==> config.mk <==
export PLATFORM = sky130hd
export DESIGN_NAME = mux4_rr_arbiter_flat
export DESIGN_NICKNAME = d
export VERILOG_FILES = /design/src/rtl/mux4_rr_arbiter_if.sv /design/src/rtl/mux4_rr_arbiter.sv /design/src/flat_wrapper.sv
export SDC_FILE = /design/constraint.sdc
export NUM_CORES = 1
export LEC_CHECK = 0
export CAP_MARGIN = 10
export CORE_ASPECT_RATIO = 0.8
export CORE_UTILIZATION = 39
export DETAILED_ROUTE_END_ITERATION = 6
export PLACE_DENSITY_LB_ADDON = 0.12
export SETUP_SLACK_MARGIN = 0.2
export SYNTH_ARGS = -nofsm -noshare
export SYNTH_HDL_FRONTEND = slang
export SYNTH_SLANG_ARGS = --single-unit
==> constraint.sdc <==
create_clock -name clk -period 3 [get_ports clk]
set_input_delay 0.6 -clock clk [delete_from_list [all_inputs] [get_ports clk]]
set_output_delay 0.6 -clock clk [all_outputs]
set_load 0.02 [all_outputs]
==> src/rtl/mux4_rr_arbiter_if.sv <==
// Bundle of the requester-side and downstream-side signals of the 4:1 arbitrated mux.
// Handshake: a beat moves downstream on every rising clk edge where out_valid and
// out_ready are both high; out_valid never waits on out_ready, and while out_valid
// is high and out_ready is low, out_data/out_last/sel stay unchanged.
interface mux4_rr_arbiter_if #(
    parameter int DW = 8
);
    logic [3:0]      req;
    logic [4*DW-1:0] data_in;
    logic [3:0]      last;
    logic            out_ready;
    logic [3:0]      grant;
    logic [1:0]      sel;
    logic [DW-1:0]   out_data;
    logic            out_valid;
    logic            out_last;

    // Requesters plus downstream sink: drive the inputs and observe the results.
    modport master (
        output req, data_in, last, out_ready,
        input  grant, sel, out_data, out_valid, out_last
    );

    // The arbiter itself.
    modport slave (
        input  req, data_in, last, out_ready,
        output grant, sel, out_data, out_valid, out_last
    );
endinterface

==> src/rtl/mux4_rr_arbiter.sv <==
// Round-robin arbiter for four requesters sharing one downstream port. A grant is
// held until end-of-packet, MAX_HOLD beats, or the owner dropping its request,
// followed by one idle cycle before the next pick.
module mux4_rr_arbiter #(
    parameter int DW       = 8,
    parameter int MAX_HOLD = 4
) (
    input  logic                 clk,
    input  logic                 rst_n,
    mux4_rr_arbiter_if.slave     bus,
    output logic                 dbg_state,
    output logic [1:0]           dbg_ptr,
    output logic [3:0]           dbg_cnt
);
    typedef enum logic {IDLE, GRANT} state_t;

    state_t        state, state_next;
    logic [3:0]    grant_q, grant_next;
    logic [1:0]    sel_q, sel_next;
    logic [1:0]    ptr, ptr_next;
    logic [3:0]    cnt, cnt_next;

    logic [DW-1:0] lane [4];
    logic [1:0]    win;
    logic [1:0]    idx;
    logic          xfer;
    logic          hold_done;
    logic          release_now;

    // Split the packed data bus into per-lane words.
    always_comb begin
        for (int i = 0; i < 4; i++) begin
            lane[i] = bus.data_in[i*DW +: DW];
        end
    end

    // Winner search starting at ptr; descending loop leaves the nearest set bit.
    always_comb begin
        win = ptr;
        idx = ptr;
        for (int i = 3; i >= 0; i--) begin
            idx = ptr + 2'(i);
            if (bus.req[idx]) begin
                win = idx;
            end
        end
    end

    // Downstream-facing outputs are combinational off the registered select.
    always_comb begin
        bus.grant     = grant_q;
        bus.sel       = sel_q;
        bus.out_valid = 1'b0;
        bus.out_last  = 1'b0;
        bus.out_data  = '0;
        if (state == GRANT) begin
            bus.out_valid = bus.req[sel_q];
            bus.out_last  = bus.last[sel_q] & bus.req[sel_q];
            bus.out_data  = lane[sel_q];
        end
    end

    assign xfer        = bus.out_valid & bus.out_ready;
    assign hold_done   = (cnt + 4'd1) >= 4'(MAX_HOLD);
    assign release_now = (xfer & (bus.out_last | hold_done)) | ~bus.req[sel_q];

    // Next-state logic: pick in IDLE, count and release in GRANT.
    always_comb begin
        state_next = state;
        grant_next = grant_q;
        sel_next   = sel_q;
        ptr_next   = ptr;
        cnt_next   = cnt;
        case (state)
            IDLE: begin
                if (bus.req != 4'b0000) begin
                    state_next = GRANT;
                    sel_next   = win;
                    grant_next = 4'b0001 << win;
                    cnt_next   = 4'd0;
                end
            end
            GRANT: begin
                if (xfer) begin
                    cnt_next = hold_done ? 4'(MAX_HOLD) : cnt + 4'd1;
                end
                if (release_now) begin
                    state_next = IDLE;
                    grant_next = 4'b0000;
                    ptr_next   = sel_q + 2'd1;
                end
            end
            default: begin
                state_next = IDLE;
                grant_next = 4'b0000;
            end
        endcase
    end

    // State register; reset aborts any packet in flight.
    always_ff @(posedge clk or negedge rst_n) begin
        if (!rst_n) begin
            state   <= IDLE;
            grant_q <= 4'b0000;
            sel_q   <= 2'd0;
            ptr     <= 2'd0;
            cnt     <= 4'd0;
        end else begin
            state   <= state_next;
            grant_q <= grant_next;
            sel_q   <= sel_next;
            ptr     <= ptr_next;
            cnt     <= cnt_next;
        end
    end

    assign dbg_state = (state == GRANT);
    assign dbg_ptr   = ptr;
    assign dbg_cnt   = cnt;
endmodule

==> src/flat_wrapper.sv <==
// flat-port wrapper written by rule: the top's interface ports become plain ports
module mux4_rr_arbiter_flat 
#(
    parameter int DW       = 8,
    parameter int MAX_HOLD = 4
)
  (clk, rst_n, dbg_state, dbg_ptr, dbg_cnt, bus_req, bus_data_in, bus_last, bus_out_ready, bus_grant, bus_sel, bus_out_data, bus_out_valid, bus_out_last);
  mux4_rr_arbiter_if #(.DW(DW)) bus_i ();
  input  logic clk;
  input  logic rst_n;
  output logic dbg_state;
  output logic [1:0] dbg_ptr;
  output logic [3:0] dbg_cnt;
  input wire logic [$bits(bus_i.req)-1:0] bus_req;
  input wire logic [$bits(bus_i.data_in)-1:0] bus_data_in;
  input wire logic [$bits(bus_i.last)-1:0] bus_last;
  input wire logic [$bits(bus_i.out_ready)-1:0] bus_out_ready;
  output wire logic [$bits(bus_i.grant)-1:0] bus_grant;
  output wire logic [$bits(bus_i.sel)-1:0] bus_sel;
  output wire logic [$bits(bus_i.out_data)-1:0] bus_out_data;
  output wire logic [$bits(bus_i.out_valid)-1:0] bus_out_valid;
  output wire logic [$bits(bus_i.out_last)-1:0] bus_out_last;
  assign bus_i.req = bus_req;
  assign bus_i.data_in = bus_data_in;
  assign bus_i.last = bus_last;
  assign bus_i.out_ready = bus_out_ready;
  assign bus_grant = bus_i.grant;
  assign bus_sel = bus_i.sel;
  assign bus_out_data = bus_i.out_data;
  assign bus_out_valid = bus_i.out_valid;
  assign bus_out_last = bus_i.out_last;
  mux4_rr_arbiter #(.DW(DW), .MAX_HOLD(MAX_HOLD)) u_core (.clk(clk), .rst_n(rst_n), .bus(bus_i), .dbg_state(dbg_state), .dbg_ptr(dbg_ptr), .dbg_cnt(dbg_cnt));
endmodule
# After elaboration in Yosys (flattened, before gate mapping)
# Cells that the tools add are included.
# Widths: inputs -> output; s select.
dict set report classes {
  shifts 1
  order_cmp 7
  reduce_logical 5
  n_eq_ne 3
  add_sub_neg 5
  muxes 32
  bitwise_logic 8
}
# op n
set ops {}
lappend ops {{$mux 8} 3}
lappend ops {{$mux 4} 5}
lappend ops {{$bmux 8 s2} 1}
lappend ops {{$pmux 4 s2} 2}
lappend ops {{$lt 2x3->1 const B} 5}
lappend ops {{$bmux 1 s2} 6}
lappend ops {{$mux 1} 10}
lappend ops {{$mux 2} 4}
lappend ops {{$reduce_and 2->1} 4}
lappend ops {{$add 2x1->2 const B} 2}
lappend ops {{$add 2x2->2 const B} 2}
lappend ops {{$add 4x1->4 const B} 1}
lappend ops {{$ge 4x3->1 const B} 1}
lappend ops {{$ne 2x2->1 const B} 2}
lappend ops {{$reduce_bool 4->1} 1}
lappend ops {{$shl 1x2->4 const A} 1}
lappend ops {{$and 1x1->1} 3}
lappend ops {{$ge 3x3->1 const B} 1}
lappend ops {{$not 2->3} 1}
lappend ops {{$ne 2x1->1 const B} 1}
lappend ops {{$not 1->1} 2}
lappend ops {{$or 1x1->1} 2}
lappend ops {{$pmux 1 s2} 1}
dict set report word_totals {
  out_inout_bits 23
  register_bits 13
  wordCells 66
}

# Depth between registers and ports, before layout
# Gate-level depths: netlist (run 1).
dict set report logic_depth {
  depth_word 10
  ltp_mapped 5
  mapped_depth_nobuf 5
}

# Worst setup path after synthesis (run 1)
# Ideal clock, no wire load.
dict set report synth_timing {
  kind {register to output}
  startpoint {register u_core.sel_q[0] (netlist: u_core.bus.sel[0])}
  endpoint {output bus_out_data[0]}
  path_stages_with_launch 4
  arrival_ps 1590
  path_buffers 1
  setup_slack_ps 810
  required_time_ps 2400
  path_cell_list {dfrtp_1 -> buf_2 -> mux4_2 -> and2_1}
}
dict set report synth_via {
  elab_chain_cells 5
}
# item line_no
set synth_rtl {}
lappend synth_rtl {{from (decl)} mux4_rr_arbiter.sv:19} ;# logic [1:0] sel_q, sel_next;
lappend synth_rtl {{from (signal assigned)} mux4_rr_arbiter.sv:111} ;# sel_q <= sel_next;
lappend synth_rtl {{$not 2->3 (not written as such)} mux4_rr_arbiter.sv:59} ;# bus.out_data = lane[sel_q];
lappend synth_rtl {{$bmux 8 s2} mux4_rr_arbiter.sv:59}
lappend synth_rtl {{$mux 8 (not written as such) (2 in series)} mux4_rr_arbiter.sv:59}
lappend synth_rtl {{$mux 8} mux4_rr_arbiter.sv:56} ;# if (state == GRANT) begin
lappend synth_rtl {{to (decl)} flat_wrapper.sv:20} ;# output wire logic [$bits(bus_i.out_data)-1:0] bus_out_data;
# No other way between the ends. The select of a mux whose other input is x is not followed.

# Final worst setup path (run 1)
dict set report layout_timing {
  startpoint {input bus_data_in[17]}
  endpoint {output bus_out_data[1]}
}
dict set report layout_via {
  elab_chain_cells 4
}
# item line_no
set layout_rtl {}
lappend layout_rtl {{from (decl)} flat_wrapper.sv:15} ;# input wire logic [$bits(bus_i.data_in)-1:0] bus_data_in;
lappend layout_rtl {{$bmux 8 s2} mux4_rr_arbiter.sv:59}
lappend layout_rtl {{$mux 8 (not written as such) (2 in series)} mux4_rr_arbiter.sv:59}
lappend layout_rtl {{$mux 8} mux4_rr_arbiter.sv:56}
# No other way between the ends. The select of a mux whose other input is x is not followed.

==> results of run 1 <==
## worst paths after layout
| check | start | end | slack (ns) | cells after the start |
|---|---|---|---|---|
| worst max-delay path | bus_data_in[17] | bus_out_data[1] | 0.23 | 4 |
| worst min-delay path | u_core.bus.grant[3] | u_core.bus.grant[3] | 0.53 | 2 |
| worst max register to register | u_core.bus.sel[1] | u_core.dbg_ptr[1] | 0.83 | 4 |
| worst min register to register | u_core.bus.grant[3] | u_core.bus.grant[3] | 0.53 | 2 |
| max in group asynchronous | rst_n | u_core.bus.sel[0] | 1.93 | 1 |
| min in group asynchronous | rst_n | u_core.bus.grant[2] | 0.68 | 1 |
## cell usage after synthesis, types with 3 or more instances
cell type                  number
sky130_fd_sc_hd__mux4_2         9
sky130_fd_sc_hd__o22ai_1        3
sky130_fd_sc_hd__dfrtp_1       13
sky130_fd_sc_hd__o21ai_0        4
sky130_fd_sc_hd__nand3_1        4
sky130_fd_sc_hd__nand2b_1       3
sky130_fd_sc_hd__nand2_1        6
sky130_fd_sc_hd__a21oi_1        5
sky130_fd_sc_hd__a21o_1         3
sky130_fd_sc_hd__inv_1          3
sky130_fd_sc_hd__and2_1         9
## metrics by stage
stage | utilization, % | setup slack, ns | area (um2) | total power [mW]
finish | 73.0 | 0.231 | 1800 | 1.53
global route | 73.0 | 0.203 | 1800 | 1.64
CTS | 72.1 | 0.105 | 1770 | 1.53
detailed placement | 70.9 | 0.105 | 1750 | 1.42
global placement | 70.9 | 0.130 | 1750 | 1.40
floorplan | - | 0.810 | 1020 | 0.981
## layout make-up
class | count | area, um2
well taps | 36 | 45.0
inverters | 3 | 11.3
flip-flops and latches | 13 | 327
fillers | 202 | 666
repair buffers | 73 | 719
clock buffers | 4 | 26.3
multi-input cells | 73 | 668
## registers in the layout (all words and copies together), names as in the netlist
| name | count |
|---|---|
| u_core.dbg_state | 1 |
| u_core.bus.grant | 4 |
| u_core.bus.sel | 2 |
| u_core.dbg_ptr | 2 |
| u_core.dbg_cnt | 4 |
## cells in the final DEF (no fill, tap or decap), types with 2 or more instances in the layout
master	n
sky130_fd_sc_hd__a21bo_2	2
sky130_fd_sc_hd__a21o_1	3
sky130_fd_sc_hd__a21oi_1	5
sky130_fd_sc_hd__and2_1	9
sky130_fd_sc_hd__and3_1	2
sky130_fd_sc_hd__buf_4	7
sky130_fd_sc_hd__clkbuf_4	3
sky130_fd_sc_hd__clkdlybuf4s50_1	60
sky130_fd_sc_hd__dfrtp_1	12
sky130_fd_sc_hd__dlygate4sd2_1	2
sky130_fd_sc_hd__dlymetal6s2s_1	3
sky130_fd_sc_hd__inv_1	3
sky130_fd_sc_hd__mux4_2	9
sky130_fd_sc_hd__nand2_1	6
sky130_fd_sc_hd__nand2b_1	3
sky130_fd_sc_hd__nand3_1	4
sky130_fd_sc_hd__nor2_1	2
sky130_fd_sc_hd__o21ai_0	4
sky130_fd_sc_hd__o22a_1	2
sky130_fd_sc_hd__o22ai_1	3
sky130_fd_sc_hd__o2bb2ai_1	2
sky130_fd_sc_hd__o31ai_1	2
## per-layer routing
metal / vias up / share of wire [%] / GRT usage, %
li1: 509 / - / -
met1: 509 / 44 / 26.8
met3: 5 / 3.6 / 4.86
met4: 0 / 0.73 / 5.71
met5: - / 0 / 0
met2: 27 / 52 / 33.0
## power by group through the flow
stage	sequential (mW)	clock [mW]	combinational, mW
after global placement	0.361	0	1.03
after global routing	0.376	0.123	1.14
final	0.358	0.106	1.06
after floorplan	0.391	0	0.591
after CTS	0.366	0.112	1.05
after detailed placement	0.366	0	1.05
## kinds of logic after synthesis
kind of cell,synth area share (%)
AND/OR/NAND/NOR,18.0
AO/OA/AOI/OAI,20.5
flip-flops,31.9
multiplexers,24.9
buffers and inverters,2.70
XOR/XNOR,0.858
adder cells (fa/ha/maj),1.23
## critical path, delay by kind of cell
kind	cells	cell delay [ns]
buffers and inverters	2	0.95
muxes	1	0.45
and+or+nand+nor	1	0.16
## repair_timing
| action | 4_1_cts | 5_1_grt |
|---|---|---|
| setup endpoints to repair | 8 | 8 |
| cloned | 0 | 0 |
| buffers inserted | 0 | 2 |
| gates resized for setup | 4 | 3 |
==> flow_summary.json, run 1 <==
{
  "outcome": "complete, no violations",
  "die_width_um": 59.2,
  "net-switching-power_mw": 0.648,
  "rows": 16,
  "synth.cell_area_um2": 1020,
  "routed-via-count": 1050,
  "cellPowerDensity_nw_per_um2": 850,
  "hold-worst-slack_ns": 0.528,
  "post-route-min-period_ns": 2.77,
  "finalHoldViolations": 0,
  "grt_start_max_net_pins": 16,
  "drt_iter0_drc": 43,
  "slew_viol_final": 0,
  "antenna_found_initial": 0,
  "cap_violations": 0,
  "holdCritPathClass": "register to register",
  "syn_nets": 137,
  "die-area_um2": 2830,
  "clk_buf_depth": 2,
  "flow.area_growth_from_synthesis_pct": 76.0,
  "num-nets-final": 211,
  "die_height_um": 47.8,
  "critPathRequiredTime_ns": 2.40,
  "route.detailed.vias_per_inst": 5.20,
  "clkTransAtPathRegs_ns": 0.07,
  "worst_setup_path_start_kind": "primary input",
  "initial_cell_density_of_the_core_pct": 41.5,
  "achievable-frequency_mhz": 361,
  "async_reset_ff_share_pct": 100,
  "worst_path_largest_cell_delay_ns": 0.53,
  "dr.pass1.iters": 4,
  "synth_largest_area_cell": "sky130_fd_sc_hd__dfrtp_1",
  "routabilityCongestion": 0.849,
  "synth_edf_count": 0,
  "core_region_area_um2": 2460,
  "setup_repair_after_global_routing_missed_its_margin": "no",
  "worstPathCellList": "clkdlybuf4s50_1 > mux4_2 > and2_1 > clkdlybuf4s50_1",
  "dp_cells": 196,
  "clkLatencyLatePin_ns": 0.28,
  "setup_viol": 0,
  "grt_usage_pct": 20.1,
  "internal_power_mw": 0.879,
  "dp_hpwl_mm": 2.26,
  "type_of_the_worst_setup_path": "primary input to output port",
  "synth_area_per_cell_um2": 11.0,
  "io_pins": 66,
  "finalCritPeriodShare_pct": 92.3,
  "final_setup_skew_ns": 0.00154,
  "share_comb_of_total_power_pct": 69.6,
  "area_share_of_the_largest_cell_type_after_synthesis_pct": 31.9,
  "post_route_cells_drive_above_1_share_pct": 16.3,
  "n_antenna_cell": 0,
  "antenna_violating_nets_post_route": 0,
  "tritoncts": "done",
  "most_common_cell_on_crit_path": "sky130_fd_sc_hd__clkdlybuf4s50_1",
  "finish.cell_count_without_fillers": 202,
  "critical_path.slowest_cell": "sky130_fd_sc_hd__clkdlybuf4s50_1",
  "cts.sink_count": 13,
  "netlist_instances": 93,
  "sequential_share_of_power_pct": 23.4,
  "clk_root_buffer_cell": "sky130_fd_sc_hd__clkbuf_4",
  "setup_total_negative_slack_ns": 0,
  "detail_route.drc_violations": 0,
  "power_frac_clock_pct": 6.9,
  "synth_sequential_area_ratio_pct": 31.9,
  "critical_path_at_ns": 2.17,
  "timing.critical_path.to_type": "output port",
  "hold_buffers": 0,
  "port_buffers": 65,
  "cts-htree-levels": 1,
  "wirelength_mm": 2.86,
  "power_switching_share_pct": 42.4,
  "postSynth.topFlopCell": "sky130_fd_sc_hd__dfrtp_1",
  "globalRouteOverflowTotal": 0,
  "global_route_wire_length_before_repair_mm": 4.13,
  "relSlewSlack_pct": 63.2,
  "crit_fanout": 1,
  "leakage_nw": 0.776,
  "synth_warnings": 0,
  "tightest_slew_ns": 0.551,
  "cts_buffers": 3,
  "ir_worst_vdd_uv": 453,
  "number_of_global_route_vias_before_repair": 892,
  "route.detailed.wl_per_inst_um": 14.2,
  "synth_seq_cells": 13,
  "post_synth_main_area_contributors": "sky130_fd_sc_hd__dfrtp_1, sky130_fd_sc_hd__mux4_2, sky130_fd_sc_hd__and2_1",
  "netlist-cell-type-count": 35
}
Power figures use the tool's default switching activity.
==> run 2: changes to the inputs <==
--- a/config.mk
+++ b/config.mk
@@ -7,9 +7,11 @@
 export LEC_CHECK = 0
 export CAP_MARGIN = 10
 export CORE_ASPECT_RATIO = 0.8
+export CORE_MARGIN = 8
 export CORE_UTILIZATION = 39
 export DETAILED_ROUTE_END_ITERATION = 6
 export PLACE_DENSITY_LB_ADDON = 0.12
+export REMOVE_ABC_BUFFERS = 1
 export SETUP_SLACK_MARGIN = 0.2
 export SYNTH_ARGS = -nofsm -noshare
 export SYNTH_HDL_FRONTEND = slang
==> flow_summary.json, run 2 (synthesis results as in run 1) <==
{
  "setup.reg_to_reg.worst_slack_ns": 0.83,
  "clkTransAtPathRegs_ns": 0.08,
  "drt_iter0_drc": 27,
  "setup_repair_after_global_routing_missed_its_margin": "no",
  "relSlewSlack_pct": 60.3,
  "critical_path.slowest_cell": "sky130_fd_sc_hd__clkdlybuf4s50_1",
  "final_cell_area_um2": 1780,
  "crit_fanout": 1,
  "clk_buf_depth": 2,
  "fill_cells": 207,
  "placedInstanceArea_um2": 1750,
  "worstPathCellList": "clkdlybuf4s50_1 > mux4_2 > and2_1 > clkdlybuf4s50_1",
  "globalRouteOverflowTotal": 0,
  "port_buffers": 65,
  "post-route-min-period_ns": 2.78,
  "n_antenna_cell": 0,
  "tightest_slew_ns": 0.594,
  "most_common_cell_on_crit_path": "sky130_fd_sc_hd__clkdlybuf4s50_1",
  "layout.cells.most_common_list": "sky130_fd_sc_hd__clkdlybuf4s50_1, sky130_fd_sc_hd__dfrtp_1, sky130_fd_sc_hd__mux4_2, sky130_fd_sc_hd__and2_1, sky130_fd_sc_hd__buf_4",
  "clkLatencyLatePin_ns": 0.28,
  "core_region_area_um2": 2460,
  "tritoncts": "done",
  "clk_root_buffer_cell": "sky130_fd_sc_hd__clkbuf_4",
  "route.detailed.vias_per_inst": 5.36,
  "dp_cells": 197,
  "leakage_nw": 0.759,
  "cts_buffers": 3,
  "setup_viol": 0,
  "layout.cells.most_common": "sky130_fd_sc_hd__clkdlybuf4s50_1",
  "worst_hold_path.num_cells": 2,
  "grt_usage_pct": 15.5,
  "final_core_util_pct": 72.3,
  "grt_use_met2_pct": 30.2,
  "ir_worst_vdd_uv": 478,
  "flow.area_growth_from_synthesis_pct": 74.4,
  "die_height_um": 61.8,
  "net-switching-power_mw": 0.671,
  "global_route_wire_length_before_repair_mm": 5.38,
  "die_width_um": 73.2,
  "route.detailed.wl_per_inst_um": 17.0,
  "wirelength_mm": 3.43,
  "use_met3_pct": 5.29,
  "worst_path_largest_cell_delay_ns": 0.54,
  "rows": 16,
  "slew_viol_final": 0,
  "critical_path_at_ns": 2.18,
  "holdCritPathClass": "register to register",
  "cts.sink_count": 13,
  "outcome": "complete, no violations",
  "timing.reg2reg.worst_path_depth": 7,
  "finalHoldViolations": 0,
  "dp_hpwl_mm": 2.78,
  "post_route_cells_drive_above_1_share_pct": 15.2,
  "dr.pass1.iters": 4,
  "grt_busiest_layer": "met2",
  "sequential_share_of_power_pct": 22.9,
  "power_frac_clock_pct": 7.4,
  "hold_buffers": 0,
  "setup_total_negative_slack_ns": 0,
  "grt_use_met1_pct": 16.4,
  "grt_start_max_net_pins": 16,
  "share_comb_of_total_power_pct": 69.7,
  "internal_power_mw": 0.865,
  "routabilityCongestion": 0.841,
  "final_setup_skew_ns": 0.00102,
  "type_of_the_worst_setup_path": "primary input to output port",
  "cap_violations": 0,
  "routed-via-count": 1077,
  "initial_cell_density_of_the_core_pct": 41.5,
  "power_switching_share_pct": 43.7,
  "io_pins": 66,
  "critPathRequiredTime_ns": 2.40,
  "finalCritPeriodShare_pct": 92.8,
  "worst_setup_path_start_kind": "primary input",
  "timing.critical_path.to_type": "output port",
  "number_of_global_route_vias_before_repair": 1165,
  "die-area_um2": 4520,
  "detail_route.drc_violations": 0,
  "finish.cell_count_without_fillers": 201,
  "antenna_found_initial": 0,
  "antenna_violating_nets_post_route": 0,
  "cts-htree-levels": 1,
  "achievable-frequency_mhz": 359,
  "cellPowerDensity_nw_per_um2": 863,
  "num-nets-final": 210
}
[run 2: changes by cell type in the layout (fill, tap and decap cells not counted), sizes merged]
cell          before  now
dlygate4sd2        2    3
buf                8    7
dlymetal6s2s       3    2
[run 2: final timing paths]
kind / startpoint / end
worst max-delay path: bus_data_in[30] / bus_out_data[6]
worst min-delay path: u_core.bus.grant[1] / u_core.bus.grant[1]
worst max register to register: u_core.bus.sel[0] / u_core.dbg_ptr[0]
worst min register to register: u_core.bus.grant[1] / u_core.bus.grant[1]
max in group asynchronous: rst_n / u_core.dbg_ptr[0]
min in group asynchronous: rst_n / u_core.dbg_state
[run 2: final cells by class]
| type | instances | area (um2) | share of cell area, % |
|---|---|---|---|
| multi-input combinational | 73 | 668 | 37.5 |
| timing repair buffer | 72 | 704 | 39.6 |
| sequential | 13 | 325 | 18.3 |
| tap | 36 | 45.0 | 2.53 |
| clock buffer | 4 | 26.3 | 1.48 |
| inverter | 3 | 11.3 | 0.632 |
[run 2: worst max-delay path: cells and delay by family]
kind | cells | cell delay [ns]
buffers and inverters | 2 | 0.96
multiplexers | 1 | 0.46
AND/OR/NAND/NOR | 1 | 0.16
[run 2: what timing repair did]
action | 4_1_cts | 5_1_grt
cloned | 0 | 0
buffers inserted | 0 | 0
endpoints found under the setup margin | 3 | 2
resized for setup | 3 | 2
[run 2: power by group through the flow]
stage / sequential, mW / combinational [mW] / clock [mW]
floorplan: 0.437 / 0.528 / 0
global placement: 0.348 / 1.07 / 0
detailed placement: 0.353 / 1.10 / 0
CTS: 0.352 / 1.08 / 0.116
global route: 0.366 / 1.15 / 0.129
finish: 0.352 / 1.07 / 0.113
[run 2: per-stage QoR]
stage | hold WS (ns) | worst slack [ns] | total power [mW]
floorplan | 0.304 | 0.592 | 0.964
global placement | 0.519 | 0.131 | 1.42
detailed placement | 0.525 | 0.106 | 1.45
CTS | 0.536 | 0.211 | 1.55
global route | 0.570 | 0.200 | 1.64
finish | 0.537 | 0.216 | 1.54
[run 2: per-layer routing]
layer  wire, um  vias up  share of wire, %
met3        202        2               5.9
met4          8        0              0.23
met1       1310      541                38
met5          0        -                 0
met2       1910       25                56
li1           -      509                 -
==> run 3: changes to the inputs <==
--- a/config.mk
+++ b/config.mk
@@ -8,7 +8,7 @@
 export CAP_MARGIN = 10
 export CORE_ASPECT_RATIO = 0.8
 export CORE_MARGIN = 8
-export CORE_UTILIZATION = 39
+export CORE_UTILIZATION = 35
 export DETAILED_ROUTE_END_ITERATION = 6
 export PLACE_DENSITY_LB_ADDON = 0.12
 export REMOVE_ABC_BUFFERS = 1
==> flow_summary.json, run 3 (synthesis results as in run 1) <==
{
  "outcome": "complete, no violations",
  "cts_buffers": 3,
  "power_frac_clock_pct": 7.2,
  "clk_root_buffer_cell": "sky130_fd_sc_hd__clkbuf_4",
  "core_region_area_um2": 2770,
  "tightest_slew_ns": 0.606,
  "die_height_um": 64.3,
  "critPathRequiredTime_ns": 2.40,
  "dp_cells": 199,
  "route.detailed.wl_per_inst_um": 17.0,
  "initial_cell_density_of_the_core_pct": 36.9,
  "hold-worst-slack_ns": 0.549,
  "layout.cells.most_common_list": "sky130_fd_sc_hd__clkdlybuf4s50_1, sky130_fd_sc_hd__dfrtp_1, sky130_fd_sc_hd__mux4_2, sky130_fd_sc_hd__and2_1, sky130_fd_sc_hd__buf_4",
  "pre_cts_worst_setup_slack_ns": 0.125,
  "clkLatencyLatePin_ns": 0.27,
  "cts-htree-levels": 1,
  "flow.area_growth_from_synthesis_pct": 74.9,
  "met2WireLength_mm": 1.60,
  "finalHoldViolations": 0,
  "port_buffers": 65,
  "type_of_the_worst_setup_path": "primary input to output port",
  "finish.cell_count_without_fillers": 203,
  "rows": 17,
  "timing.critical_path.to_type": "output port",
  "achievable-frequency_mhz": 364,
  "power_switching_share_pct": 43.1,
  "sequential_share_of_power_pct": 23.1,
  "postCtsSetupBuffers": 0,
  "clk_buf_depth": 2,
  "global_route_wire_length_before_repair_mm": 5.75,
  "final.setup.worst_slack_ns": 0.250,
  "number_of_global_route_vias_before_repair": 1143,
  "io_pins": 66,
  "antenna_violating_nets_post_route": 0,
  "setup_viol": 0,
  "post_route_cells_drive_above_1_share_pct": 15.2,
  "dp_hpwl_mm": 2.82,
  "n_antenna_cell": 0,
  "critical_path_at_ns": 2.15,
  "setup_total_negative_slack_ns": 0,
  "relSlewSlack_pct": 59.5,
  "dr.pass1.iters": 4,
  "die_width_um": 76.4,
  "detail_route.wirelength.met1_mm": 1.68,
  "crit_fanout": 1,
  "detail_route.drc_violations": 0,
  "wirelength_mm": 3.45,
  "cts.sink_count": 13,
  "holdCritPathClass": "register to register",
  "net-switching-power_mw": 0.652,
  "num-nets-final": 210,
  "setup_repair_after_global_routing_missed_its_margin": "no",
  "leakage_nw": 0.772,
  "cellPowerDensity_nw_per_um2": 848,
  "dr.max_layer_used": "met3",
  "final_setup_skew_ns": 0.00101,
  "grt_usage_pct": 14.0,
  "die-area_um2": 4910,
  "tritoncts": "done",
  "slew_viol_final": 0,
  "routabilityCongestion": 0.766,
  "globalRouteOverflowTotal": 0,
  "drt_iter0_drc": 22,
  "final_cell_area_um2": 1790,
  "clkTransAtPathRegs_ns": 0.08,
  "layout.cells.most_common": "sky130_fd_sc_hd__clkdlybuf4s50_1",
  "cap_violations": 0,
  "post-route-min-period_ns": 2.75,
  "finalCritPeriodShare_pct": 91.7,
  "antenna_found_initial": 0,
  "internal_power_mw": 0.861,
  "share_comb_of_total_power_pct": 69.7,
  "ir_worst_vdd_uv": 431,
  "route.detailed.vias_per_inst": 5.14,
  "worst_setup_path_start_kind": "primary input",
  "grt_start_max_net_pins": 16,
  "placedInstanceArea_um2": 1760,
  "met3_wirelength_um": 173,
  "routed-via-count": 1043
}
[run 3: worst max-delay path, cell delays in order]
cell and delay (ns):
sky130_fd_sc_hd__clkdlybuf4s50_1 0.40, sky130_fd_sc_hd__mux4_2 0.46, sky130_fd_sc_hd__and2_1 0.16, sky130_fd_sc_hd__clkdlybuf4s50_1 0.53
[run 3: worst paths after layout]
kind,startpoint,to,slack (ns),cells past startpoint
worst min-delay path,u_core.bus.grant[1],u_core.bus.grant[1],0.55,2
max in group asynchronous,rst_n,u_core.bus.grant[3],1.91,1
worst max-delay path,bus_data_in[28],bus_out_data[4],0.25,4
worst min register to register,u_core.bus.grant[1],u_core.bus.grant[1],0.55,2
min in group asynchronous,rst_n,u_core.dbg_cnt[3],0.70,1
worst max register to register,u_core.bus.sel[1],u_core.dbg_ptr[1],0.75,5
[run 3: power groups by stage]
| stage | clock network, mW | registers [mW] | logic, mW |
|---|---|---|---|
| after floorplan | 0 | 0.437 | 0.528 |
| after global placement | 0 | 0.353 | 1.07 |
| after detailed placement | 0 | 0.356 | 1.09 |
| after CTS | 0.113 | 0.353 | 1.07 |
| after global routing | 0.120 | 0.366 | 1.14 |
| final | 0.109 | 0.349 | 1.06 |
[run 3: what timing repair did]
item | CTS | global route
resized for setup | 3 | 3
endpoints found under the setup margin | 3 | 3
hold endpoints to repair | 0 | 0
hold buffers | 0 | 0
cloned | 0 | 0
[run 3: cell type report]
cell class / count / area [um2]
repair buffers: 72 / 707
well taps: 38 / 47.5
fillers: 239 / 980
flip-flops and latches: 13 / 325
clock buffers: 4 / 26.3
multi-input cells: 73 / 668
inverters: 3 / 11.3
[run 3: per-stage QoR]
step           util (%)  power (mW)
3_3_place_gp       63.5        1.43
4_1_cts            64.3        1.54
2_1_floorplan         -       0.964
5_1_grt            64.6        1.63
3_5_place_dp       63.5        1.44
6_report           64.6        1.51
[run 3: routing by layer]
metal,vias to the layer above,GRT usage (%)
met5,-,0
met4,0,2.87
met3,0,3.21
met2,42,22.9
met1,488,18.5
li1,513,-
